--- src/rtl/fir_xifu_issue_queue.sv ---
// fir_xifu_issue_queue
// Entry stage of the FIR XIFU. It sits directly upstream of the ID stage.
// It terminates the XIF issue and commit handshakes and decides accept/reject
// from the custom-0 opcode. Accepted instructions and their operands are held
// in an in-order queue. The head entry is released to ID only once the core
// has committed it. Killed entries are dropped without producing any output.
//
// Ports
//   clk_i, rst_ni       clock, asynchronous active-low reset
//   clear_i             synchronous flush of every entry
//   issue_*             XIF issue request (valid/ready/accept, instr, id, rs1/rs2)
//   commit_*            XIF commit strobe with id and kill flag
//   id_*                head entry toward ID (valid/ready, instr, id, rs1, rs2)
//   count_o             number of occupied entries
module fir_xifu_issue_queue #(
    parameter int unsigned DEPTH      = 4,
    parameter int unsigned X_ID_WIDTH = 4,
    parameter logic [6:0]  OPCODE     = 7'h0B
) (
    input  logic                    clk_i,
    input  logic                    rst_ni,
    input  logic                    clear_i,
    input  logic                    issue_valid_i,
    output logic                    issue_ready_o,
    input  logic [31:0]             issue_instr_i,
    input  logic [X_ID_WIDTH-1:0]   issue_id_i,
    input  logic [31:0]             issue_rs1_i,
    input  logic [31:0]             issue_rs2_i,
    input  logic [1:0]              issue_rs_valid_i,
    output logic                    issue_accept_o,
    input  logic                    commit_valid_i,
    input  logic [X_ID_WIDTH-1:0]   commit_id_i,
    input  logic                    commit_kill_i,
    output logic                    id_valid_o,
    input  logic                    id_ready_i,
    output logic [31:0]             id_instr_o,
    output logic [X_ID_WIDTH-1:0]   id_id_o,
    output logic [31:0]             id_rs1_o,
    output logic [31:0]             id_rs2_o,
    output logic [$clog2(DEPTH):0]  count_o
);

    localparam int unsigned PTR_W = $clog2(DEPTH);
    localparam int unsigned CNT_W = PTR_W + 1;

    typedef struct packed {
        logic [31:0]           instr;
        logic [X_ID_WIDTH-1:0] id;
        logic [31:0]           rs1;
        logic [31:0]           rs2;
    } entry_t;

    typedef enum logic [1:0] {
        HEAD_IDLE,
        HEAD_DROP,
        HEAD_SEND,
        HEAD_WAIT
    } head_state_e;

    logic [DEPTH-1:0] r_valid;
    logic [DEPTH-1:0] r_committed;
    logic [DEPTH-1:0] r_killed;
    entry_t           r_entry [DEPTH];
    logic [PTR_W-1:0] r_wr_ptr;
    logic [PTR_W-1:0] r_rd_ptr;
    logic [CNT_W-1:0] r_count;

    logic             w_match;
    logic             w_full;
    logic             w_ops_ok;
    logic             w_push;
    logic             w_pop;
    logic             w_new_hit;
    logic [DEPTH-1:0] w_cam_hit;
    head_state_e      w_head_state;

    // Issue-side decode and handshake
    always_comb begin
        w_match  = (issue_instr_i[6:0] == OPCODE);
        w_full   = (r_count == CNT_W'(DEPTH));
        w_ops_ok = (issue_rs_valid_i == 2'b11);
        w_push   = issue_valid_i & w_match & ~w_full & w_ops_ok;
    end

    assign issue_ready_o  = ~w_match | (~w_full & w_ops_ok);
    assign issue_accept_o = issue_valid_i & w_match;

    // Commit CAM over stored entries that are still awaiting a verdict
    always_comb begin
        w_cam_hit = '0;
        for (int unsigned i = 0; i < DEPTH; i++) begin
            w_cam_hit[i] = commit_valid_i & r_valid[i] & ~r_committed[i]
                         & ~r_killed[i] & (r_entry[i].id == commit_id_i);
        end
        // A commit for the instruction being pushed this cycle lands on the new entry
        w_new_hit = commit_valid_i & w_push & (commit_id_i == issue_id_i);
    end

    // Head state decode: the state is fully carried by the head entry flags
    always_comb begin
        w_head_state = HEAD_IDLE;
        id_valid_o   = 1'b0;
        w_pop        = 1'b0;
        if (r_valid[r_rd_ptr]) begin
            if (r_killed[r_rd_ptr]) begin
                w_head_state = HEAD_DROP;
            end else if (r_committed[r_rd_ptr]) begin
                w_head_state = HEAD_SEND;
            end else begin
                w_head_state = HEAD_WAIT;
            end
        end
        case (w_head_state)
            HEAD_DROP: w_pop = 1'b1;
            HEAD_SEND: begin
                id_valid_o = 1'b1;
                w_pop      = id_ready_i;
            end
            default: ;
        endcase
    end

    // Control state: flags, pointers, occupancy
    always_ff @(posedge clk_i or negedge rst_ni) begin
        if (!rst_ni) begin
            r_valid     <= '0;
            r_committed <= '0;
            r_killed    <= '0;
            r_wr_ptr    <= '0;
            r_rd_ptr    <= '0;
            r_count     <= '0;
        end else if (clear_i) begin
            r_valid     <= '0;
            r_committed <= '0;
            r_killed    <= '0;
            r_wr_ptr    <= '0;
            r_rd_ptr    <= '0;
            r_count     <= '0;
        end else begin
            for (int unsigned i = 0; i < DEPTH; i++) begin
                if (w_cam_hit[i]) begin
                    if (commit_kill_i) begin
                        r_killed[i] <= 1'b1;
                    end else begin
                        r_committed[i] <= 1'b1;
                    end
                end
            end
            // Push slot is always free, so it never collides with a CAM hit or the pop slot
            if (w_push) begin
                r_valid[r_wr_ptr]     <= 1'b1;
                r_committed[r_wr_ptr] <= w_new_hit & ~commit_kill_i;
                r_killed[r_wr_ptr]    <= w_new_hit & commit_kill_i;
                r_wr_ptr              <= r_wr_ptr + PTR_W'(1);
            end
            if (w_pop) begin
                r_valid[r_rd_ptr]     <= 1'b0;
                r_committed[r_rd_ptr] <= 1'b0;
                r_killed[r_rd_ptr]    <= 1'b0;
                r_rd_ptr              <= r_rd_ptr + PTR_W'(1);
            end
            case ({w_push, w_pop})
                2'b10:   r_count <= r_count + CNT_W'(1);
                2'b01:   r_count <= r_count - CNT_W'(1);
                default: r_count <= r_count;
            endcase
        end
    end

    // Payload storage; contents are qualified by r_valid so no reset is needed
    always_ff @(posedge clk_i) begin
        if (w_push && !clear_i) begin
            r_entry[r_wr_ptr] <= '{instr: issue_instr_i, id: issue_id_i,
                                   rs1: issue_rs1_i, rs2: issue_rs2_i};
        end
    end

    assign id_instr_o = r_entry[r_rd_ptr].instr;
    assign id_id_o    = r_entry[r_rd_ptr].id;
    assign id_rs1_o   = r_entry[r_rd_ptr].rs1;
    assign id_rs2_o   = r_entry[r_rd_ptr].rs2;
    assign count_o    = r_count;

endmodule

--- config.mk ---
export PLATFORM = sky130hd
export DESIGN_NAME = fir_xifu_issue_queue
export DESIGN_NICKNAME = d
export VERILOG_FILES = /design/src/rtl/fir_xifu_issue_queue.sv
export SDC_FILE = /design/constraint.sdc
export NUM_CORES = 1
export LEC_CHECK = 0
export BUFFER_PORTS_ARGS = -buffer_cell sky130_fd_sc_hd__buf_2
export CAP_MARGIN = 10
export CORE_MARGIN = 3
export CORE_UTILIZATION = 45
export DETAILED_ROUTE_END_ITERATION = 16
export MAX_ROUTING_LAYER = met4
export PLACE_DENSITY = 0.67
export SETUP_SLACK_MARGIN = 0.15
export SYNTH_ARGS = -nofsm -noshare
export SYNTH_HDL_FRONTEND = slang
export SYNTH_SLANG_ARGS = --single-unit
--- constraint.sdc ---
create_clock -name clk_i -period 3.8 [get_ports clk_i]
set_input_delay 1.14 -clock clk_i [delete_from_list [all_inputs] [get_ports clk_i]]
set_output_delay 1.14 -clock clk_i [all_outputs]
set_load 0.05 [all_outputs]
# Word level (Yosys, flattened, before mapping)

Memory sizes are Yosys's and may differ from the RTL's.
Index checks and enable logic that the tools add are counted.

Order comparisons: 4
Bitwise logic cells: 41
Add/sub/neg operators: 4
Equality and inequality tests: 12
Multiplexer cells: 61
Reductions and logical operators: 7

Operators by type and width:

| cell                                                                   | number |
|---|---|
| 4-bit 2-to-1 mux                                                       | 12 |
| 1-bit 2-to-1 mux                                                       | 33 |
| 1-bit AND                                                              | 24 |
| 4-bit == test                                                          | 5 |
| 4-bit AND                                                              | 3 |
| 2-bit 2-to-1 mux                                                       | 6 |
| 1-bit inverter                                                         | 11 |
| 4-bit bitwise mux                                                      | 2 |
| 7-bit by 4-bit == test with 1-bit output (second input constant)       | 1 |
| 1-bit binary-select mux with 2-bit select                              | 3 |
| 2-bit == test (second input constant)                                  | 3 |
| 2-bit by 3-bit < comparator with 1-bit output (second input constant)  | 2 |
| 3-bit one-hot mux with 2 select lines                                  | 1 |
| 2-bit by 1-bit adder with 2-bit output (second input constant)         | 2 |
| 1-bit demux with 2-bit select                                          | 2 |
| 2-bit by 1-bit == test with 1-bit output (second input constant)       | 2 |
| 2-bit by 1-bit >= comparator with 1-bit output (second input constant) | 2 |
| 4-bit inverter                                                         | 1 |
| 4-bit bitwise OR                                                       | 1 |
| 2-bit nonzero test                                                     | 2 |
| 3-bit by 1-bit adder with 3-bit output (second input constant)         | 1 |
| 3-bit == test (second input constant)                                  | 1 |
| 1-bit logical AND                                                      | 3 |
| 3-bit 2-to-1 mux                                                       | 1 |
| other kinds (5)                                                        | 5 |

Input bits: 113
Bits in registers: 19
Output and inout port bits: 106
Memories kept: 1
RAM bits: 400

Memories:

| memory  | depth | bits a word | rd ports | clocked after memory_dff | wr ports | line | text |
|---|---|---|---|---|---|---|---|
| r_entry | 4     | 100         | 5        | 0                        | 1        | 63   | `entry_t r_entry [DEPTH];` |

# Logic depth before layout (Yosys ltp)

Gate-level depths: netlist of the first run.

Depth after elaboration: 13
Depth in mapped cells: 15
Gate-level depth less buffers: 13

# Worst setup path before layout of the first run

No wires, ideal clock.

Path type: input -> register
Start point: input port issue_instr_i[5]
End point: memory r_entry[0][0] (netlist bit), enable pin
Cell stages on the path: 4
Data arrival time: 4.730 ns
Path slack: -1.401 ns
Buffers on the path: 0
Required time: 3.329 ns
Library setup time: 0.471 ns
Path through: or4b_4 -> a2111oi_4 -> nor2b_1 -> and2_1

Longest elaborated chain between the ends: 7

RTL lines:

| item                                     | line | text |
|---|---|---|
| from (decl)                              | 25   | `input logic [31:0] issue_instr_i,` |
| 7-bit by 4-bit == test with 1-bit output | 79   | `w_match = (issue_instr_i[6:0] == OPCODE);` |
| 1-bit AND (3 in a row)                   | 82   | `w_push = issue_valid_i & w_match & ~w_full & w_ops_ok;` |
| 1-bit logical AND                        | 172  | `if (w_push && !clear_i) begin` |
| 1-bit 2-to-1 mux                         | 172  |  |
| 1-bit 2-to-1 mux (implied by the code)   | 173  | `r_entry[r_wr_ptr] <= '{instr: issue_instr_i, id: issue_id_i,` |
| to (decl)                                | 63   |  |

Every way passes these cells.

# Worst setup path after layout of the first run

Start point: input port issue_instr_i[5]
End point: output port issue_ready_o

Longest elaborated chain between the ends: 3

RTL lines:

| item                                     | line | text |
|---|---|---|
| 7-bit by 4-bit == test with 1-bit output | 79   |  |
| 1-bit inverter                           | 85   | `assign issue_ready_o = ~w_match \| (~w_full & w_ops_ok);` |
| 1-bit bitwise OR                         | 85   |  |
| to (decl)                                | 24   | `output logic issue_ready_o,` |

Every way passes these cells.

==> metrics.txt, run 1 <==
number of flops mapped to enable cells by yosys=400; CTS Sinks=419; Seq/Total Area, Yosys=78.8%; Via-to-Cell Ratio=5.27; Clock transition at path regs=0.06 ns; Unique masters post-synth=31; Area Overhead vs Synth=21.1%; worst setup margin=0.178 ns; Leak=6.40 nW; Final Instance Area=19,200 um2; WP data arrival=2.48 ns; initial core utilization=45.7%; Worst path slowest cell=or4b_4; FF+latch count, synth=419; Syn Std Cell Area=15,800 um2; Core ar.=34,600 um2; CP startpoint=issue_instr_i[5]; max-slew violation count=0; vias in the first global route=7,966; hold crit path type=flop to flop; max-cap violation count=0; CP Max Fanout=5; H-Tree Depth=2; clk buf depth=3; PwrDens=471 nW/um2; gpl congestion=0.835; pin count of the biggest net entering global routing=105; placed insts=1,348; total routed wirelength=31,700 um; Final Power=9.03 mW; Final Cycle Share=95.3%; Req. time, crit path=2.66 ns; Main synth FF type=edfxtp_1; # hold bufs at CTS=0; # rows=68; clk_skew=0.0118 ns; clk_lat worst skew=0.52 ns; die height=194 um; Placed Area=17,800 um2; Crit Reg-Reg Startpoint=r_rd_ptr[0]; dpl hpwl=20,400 um; Slew HR=55.7%; Worst Max-Slew Pin Slew=0.664 ns; Cells after Synth=679; Net Count, Synth=803; die span in x=194 um; status=complete, no violations; RSZ-0062 raised after global routing=no; first-pass GRT wire length=48,900 um; via count=7,558; grt total ovfl=0; asr flop ratio synth=4.53%; CTS tree=done; hold slack=0.536 ns; pre-CTS WS=0.116 ns; crit-path max cell delay=0.55 ns; Fin Setup TNS=0 ns; initial antenna violation count=5; # setup viols final=0; starting DRC count in detailed routing=439; maximum clock frequency=0.276 GHz; Final Non-Filler Cells=1,435; R2R cell count=12; layout cells sized above 1=42.7%; GRT Util Overall=17.4%; Syn. warnings=0; crit path kind=input pin to output pin; min-delay src=r_valid[2]; Critical Path Sink=issue_ready_o; post-route minimum period=3.62 ns; CTS root buffer=clkbuf_16; IO Pins=219; Mean Syn Cell Area=23.3 um2; antenna violation net count after detailed routing=0; endpoint class of the critical path=output pin; final hold vios=0; port bufs=218; routed len/inst=22.1 um; die area=37,500 um2; # DRC=0; crit start category=input pin; drt pass-1 iters=5; reg-to-reg endpoint=count_o[2]; Max VDD drop=0.000406 V; nets=1,063; TritonCTS Buffers=42; final core utilization=55.4%; Cell Chain, Critical Path=buf_2 -> or4b_4 -> or4_4 -> buf_8; R2R Setup Slk=0.67 ns
==> synthesized netlist by cell type, types with 2 or more instances <==
| library cell | n | area [um2] |
|---|---|---|
| edfxtp_1 | 400 | 12000 |
| mux4_2 | 102 | 2300 |
| dfrtp_1 | 19 | 475 |
| nor2_1 | 17 | 63.8 |
| a211oi_1 | 16 | 120 |
| clkbuf_1 | 15 | 56.3 |
| xor2_1 | 15 | 131 |
| nand2_1 | 11 | 41.3 |
| ha_1 | 10 | 125 |
| xnor2_1 | 9 | 78.8 |
| and2_1 | 8 | 50.1 |
| buf_1 | 8 | 30.0 |
| inv_1 | 7 | 26.3 |
| buf_2 | 6 | 30.0 |
| nor4_1 | 5 | 31.3 |
| a21o_1 | 4 | 30.0 |
| a21oi_1 | 4 | 20.0 |
| mux2i_1 | 4 | 40.0 |
| nor4bb_1 | 4 | 40.0 |
| o21ai_0 | 3 | 15.0 |
| nor2b_1 | 2 | 12.5 |
==> worst min path at each step <==
stage	endpoint	slack [ns]	cells after the start
after floorplan	r_valid[2]	0.48	2
after global placement	r_valid[1]	0.51	2
after detailed placement	r_valid[2]	0.52	2
after CTS	r_valid[2]	0.53	2
after global routing	r_valid[2]	0.56	2
final	r_valid[2]	0.54	2
==> metal layers <==
metal	global-route usage [%]	wire length, um	share of wire, %	up-vias
li1	-	-	-	3396
met1	24.4	13800	43	3878
met2	25.1	14700	46	242
met3	5.96	2690	8.5	42
met4	3.78	576	1.8	0
met5	-	0	0	-
==> layout make-up <==
class	instances	area (um2)
repair buffers	245	1550
well taps	455	569
flip-flops and latches	419	12500
fillers	2609	15400
clock buffers	53	1120
multi-input cells	224	3230
diodes	8	20.0
inverters	7	26.3
clock inverters	24	170
==> state kept, by name (all words and copies together) (netlist names) <==
register	cells
r_entry	400
r_wr_ptr	2
r_committed	4
r_rd_ptr	2
count_o	3
r_killed	4
r_valid	4
==> power by group <==
part           switching (mW)  total (mW)  internal (mW)
Sequential           0.000163        5.05           5.05
Combinational          0.0842       0.137         0.0528
Clock                    1.61        3.84           2.23
==> worst max-delay path, delay by kind of cell <==
kind | cells | cell delay [ns]
and+or+nand+nor | 2 | 1.05
buffers and inverters | 2 | 0.30
==> placed cells by master, fill, tap and decap left out, drive strengths merged, types with 9 or more instances in the layout <==
| master | synthesis | layout |
|---|---|---|
| mux4 | 102 | 102 |
| ha | 10 | 10 |
| xnor2 | 9 | 9 |
| edfxtp | 400 | 400 |
| nor2 | 17 | 17 |
| nand2 | 11 | 11 |
| clkbuf | 15 | 53 |
| clkinv | 0 | 20 |
| buf | 14 | 245 |
| a211oi | 16 | 16 |
| xor2 | 15 | 15 |
| dfrtp | 19 | 19 |
==> what timing repair did <==
action                                  4_1_cts  5_1_grt
endpoints found under the hold margin         0        0
resized for setup                             4        0
endpoints found under the setup margin       63        0
buffers inserted                              2        0
==> cell families after synthesis <==
kind of cell	after synthesis	synth area share, %
compound gates	29	1.40
simple gates	53	1.81
mux	107	14.8
fa+ha+maj	11	0.916
buf+inv	36	0.900
xor+xnor	24	1.33
flops	419	78.8
(Power assumes the default switching activity.)
==> run 2: changes to the inputs <==
--- a/config.mk
+++ b/config.mk
@@ -9,6 +9,7 @@
 export CAP_MARGIN = 10
 export CORE_MARGIN = 3
 export CORE_UTILIZATION = 45
+export CTS_BUF_LIST = sky130_fd_sc_hd__clkbuf_4 sky130_fd_sc_hd__clkbuf_8
 export DETAILED_ROUTE_END_ITERATION = 16
 export MAX_ROUTING_LAYER = met4
 export PLACE_DENSITY = 0.67
==> metrics.txt, run 2 (synthesis results as in run 1) <==
# rows=68; grt total ovfl=0; Top reg by flops=r_entry; Area Overhead vs Synth=21.1%; max-slew violation count=0; R2R Setup Slk=0.67 ns; port bufs=218; starting DRC count in detailed routing=449; M1 WL=13,600 um; total routed wirelength=32,400 um; post-route minimum period=3.62 ns; RSZ-0062 raised after global routing=yes; number of flip-flops in the largest register=400; die area=37,500 um2; via count=7,729; TritonCTS Buffers=68; pin count of the biggest net entering global routing=105; Largest delay share family, worst path=simple AND/OR/NAND/NOR gates; drt pass-1 iters=4; Req. time, crit path=2.66 ns; clk_lat worst skew=0.60 ns; WP data arrival=2.48 ns; Core ar.=34,600 um2; crit path kind=input pin to output pin; GRT Util Overall=17.8%; Leak=6.42 nW; hold crit path type=input pin to async pin; gpl congestion=0.835; hold slack=0.491 ns; Max VDD drop=0.000352 V; clk buf depth=3; Worst path slowest cell=or4b_4; max-cap violation count=0; final core utilization=55.4%; initial core utilization=45.7%; H-Tree Depth=3; R2R cell count=12; die span in x=194 um; storage element area=12,500 um2; Fin Setup TNS=0 ns; area of the multi-input gates=3230 um2; final hold vios=0; crit start category=input pin; vias in the first global route=8,304; CTS root buffer=clkbuf_8; CP Depth=4; met3 wire len=2900 um; Slew HR=54.5%; Via-to-Cell Ratio=5.24; dpl hpwl=20,400 um; most frequent cells in the layout=edfxtp_1 (400), buf_2 (216), mux4_2 (102), clkbuf_8 (69), clkbuf_4 (24); most common cell after layout, fill and taps aside=edfxtp_1; fillers=2,611; top routing layer in use=met4; Critical path buffers and inverters=2; # setup viols final=0; first-pass GRT wire length=49,400 um; DR WL met2=15,100 um; # DRC=0; initial antenna violation count=5; # hold bufs at CTS=0; IO Pins=219; CTS Sinks=419; Final Cycle Share=95.3%; CTS tree=done; maximum clock frequency=0.276 GHz; crit-path max cell delay=0.55 ns; PwrDens=456 nW/um2; status=complete, no violations; nets=1,090; Cell Chain, Critical Path=buf_2 -> or4b_4 -> or4_4 -> buf_8; clk_skew=0.0141 ns; antenna violation net count after detailed routing=0; endpoint class of the critical path=output pin; Worst Max-Slew Pin Slew=0.683 ns; CP Max Fanout=5; Clock transition at path regs=0.06 ns; routed len/inst=21.9 um; die height=194 um; layout cells sized above 1=45.3%
## run 2: cell types whose count changed in the layout (fill, tap and decap cells not counted), sizes merged
cell,before,now
buf,245,244
clkinv,20,19
diode,8,7
clkbuf,53,94
bufinv,2,0
clkinvlp,1,7
inv,8,7
## run 2: worst paths after layout
path | startpoint | end
worst max-delay path | issue_instr_i[5] | issue_ready_o
worst min-delay path | rst_ni | r_valid[0]
worst max register to register | r_rd_ptr[0] | count_o[2]
worst min register to register | r_valid[1] | r_valid[1]
max in group asynchronous | rst_ni | r_rd_ptr[0]
min in group clk_i | r_valid[1] | r_valid[1]
## run 2: routing by layer
metal,vias to the layer above,global-route usage (%)
li1,3443,-
met1,3959,23.9
met2,269,25.5
met3,58,6.53
met4,0,6.13
met5,-,-
## run 2: power by group
group	internal [mW]	total (mW)	switching [mW]	leakage (nW)
logic	0.0528	0.137	0.0840	1.93
clock network	1.91	3.55	1.64	0.635
registers	5.06	5.06	0.000166	3.86
## run 2: final cells by class
cell class	instances	share of cell area, %
Clock inverter	26	0.652
Multi-Input combinational cell	224	16.8
Sequential cell	419	65.1
Antenna cell	7	0.0913
Clock buffer	92	5.85
Timing Repair Buffer	246	8.34
Tap cell	455	2.97
Inverter	7	0.137
## run 2: timing repair
item                                    in CTS  in global routing
cloned                                       0                  1
endpoints found under the setup margin      65                 24
pin swaps                                    1                  0
setup buffers                                2                  0
gates resized for setup                      5                  4
## run 2: per-stage QoR
| step | area, um2 | worst slack [ns] | cells | power (mW) |
|---|---|---|---|---|
| floorplan | 15800 | -0.289 | 679 | 5.18 |
| global placement | 17800 | 0.123 | 1348 | 5.28 |
| detailed placement | 17800 | 0.116 | 1348 | 5.29 |
| CTS | 19100 | 0.156 | 1468 | 8.86 |
| global route | 19200 | 0.148 | 1474 | 9.08 |
| finish | 19200 | 0.180 | 1476 | 8.74 |
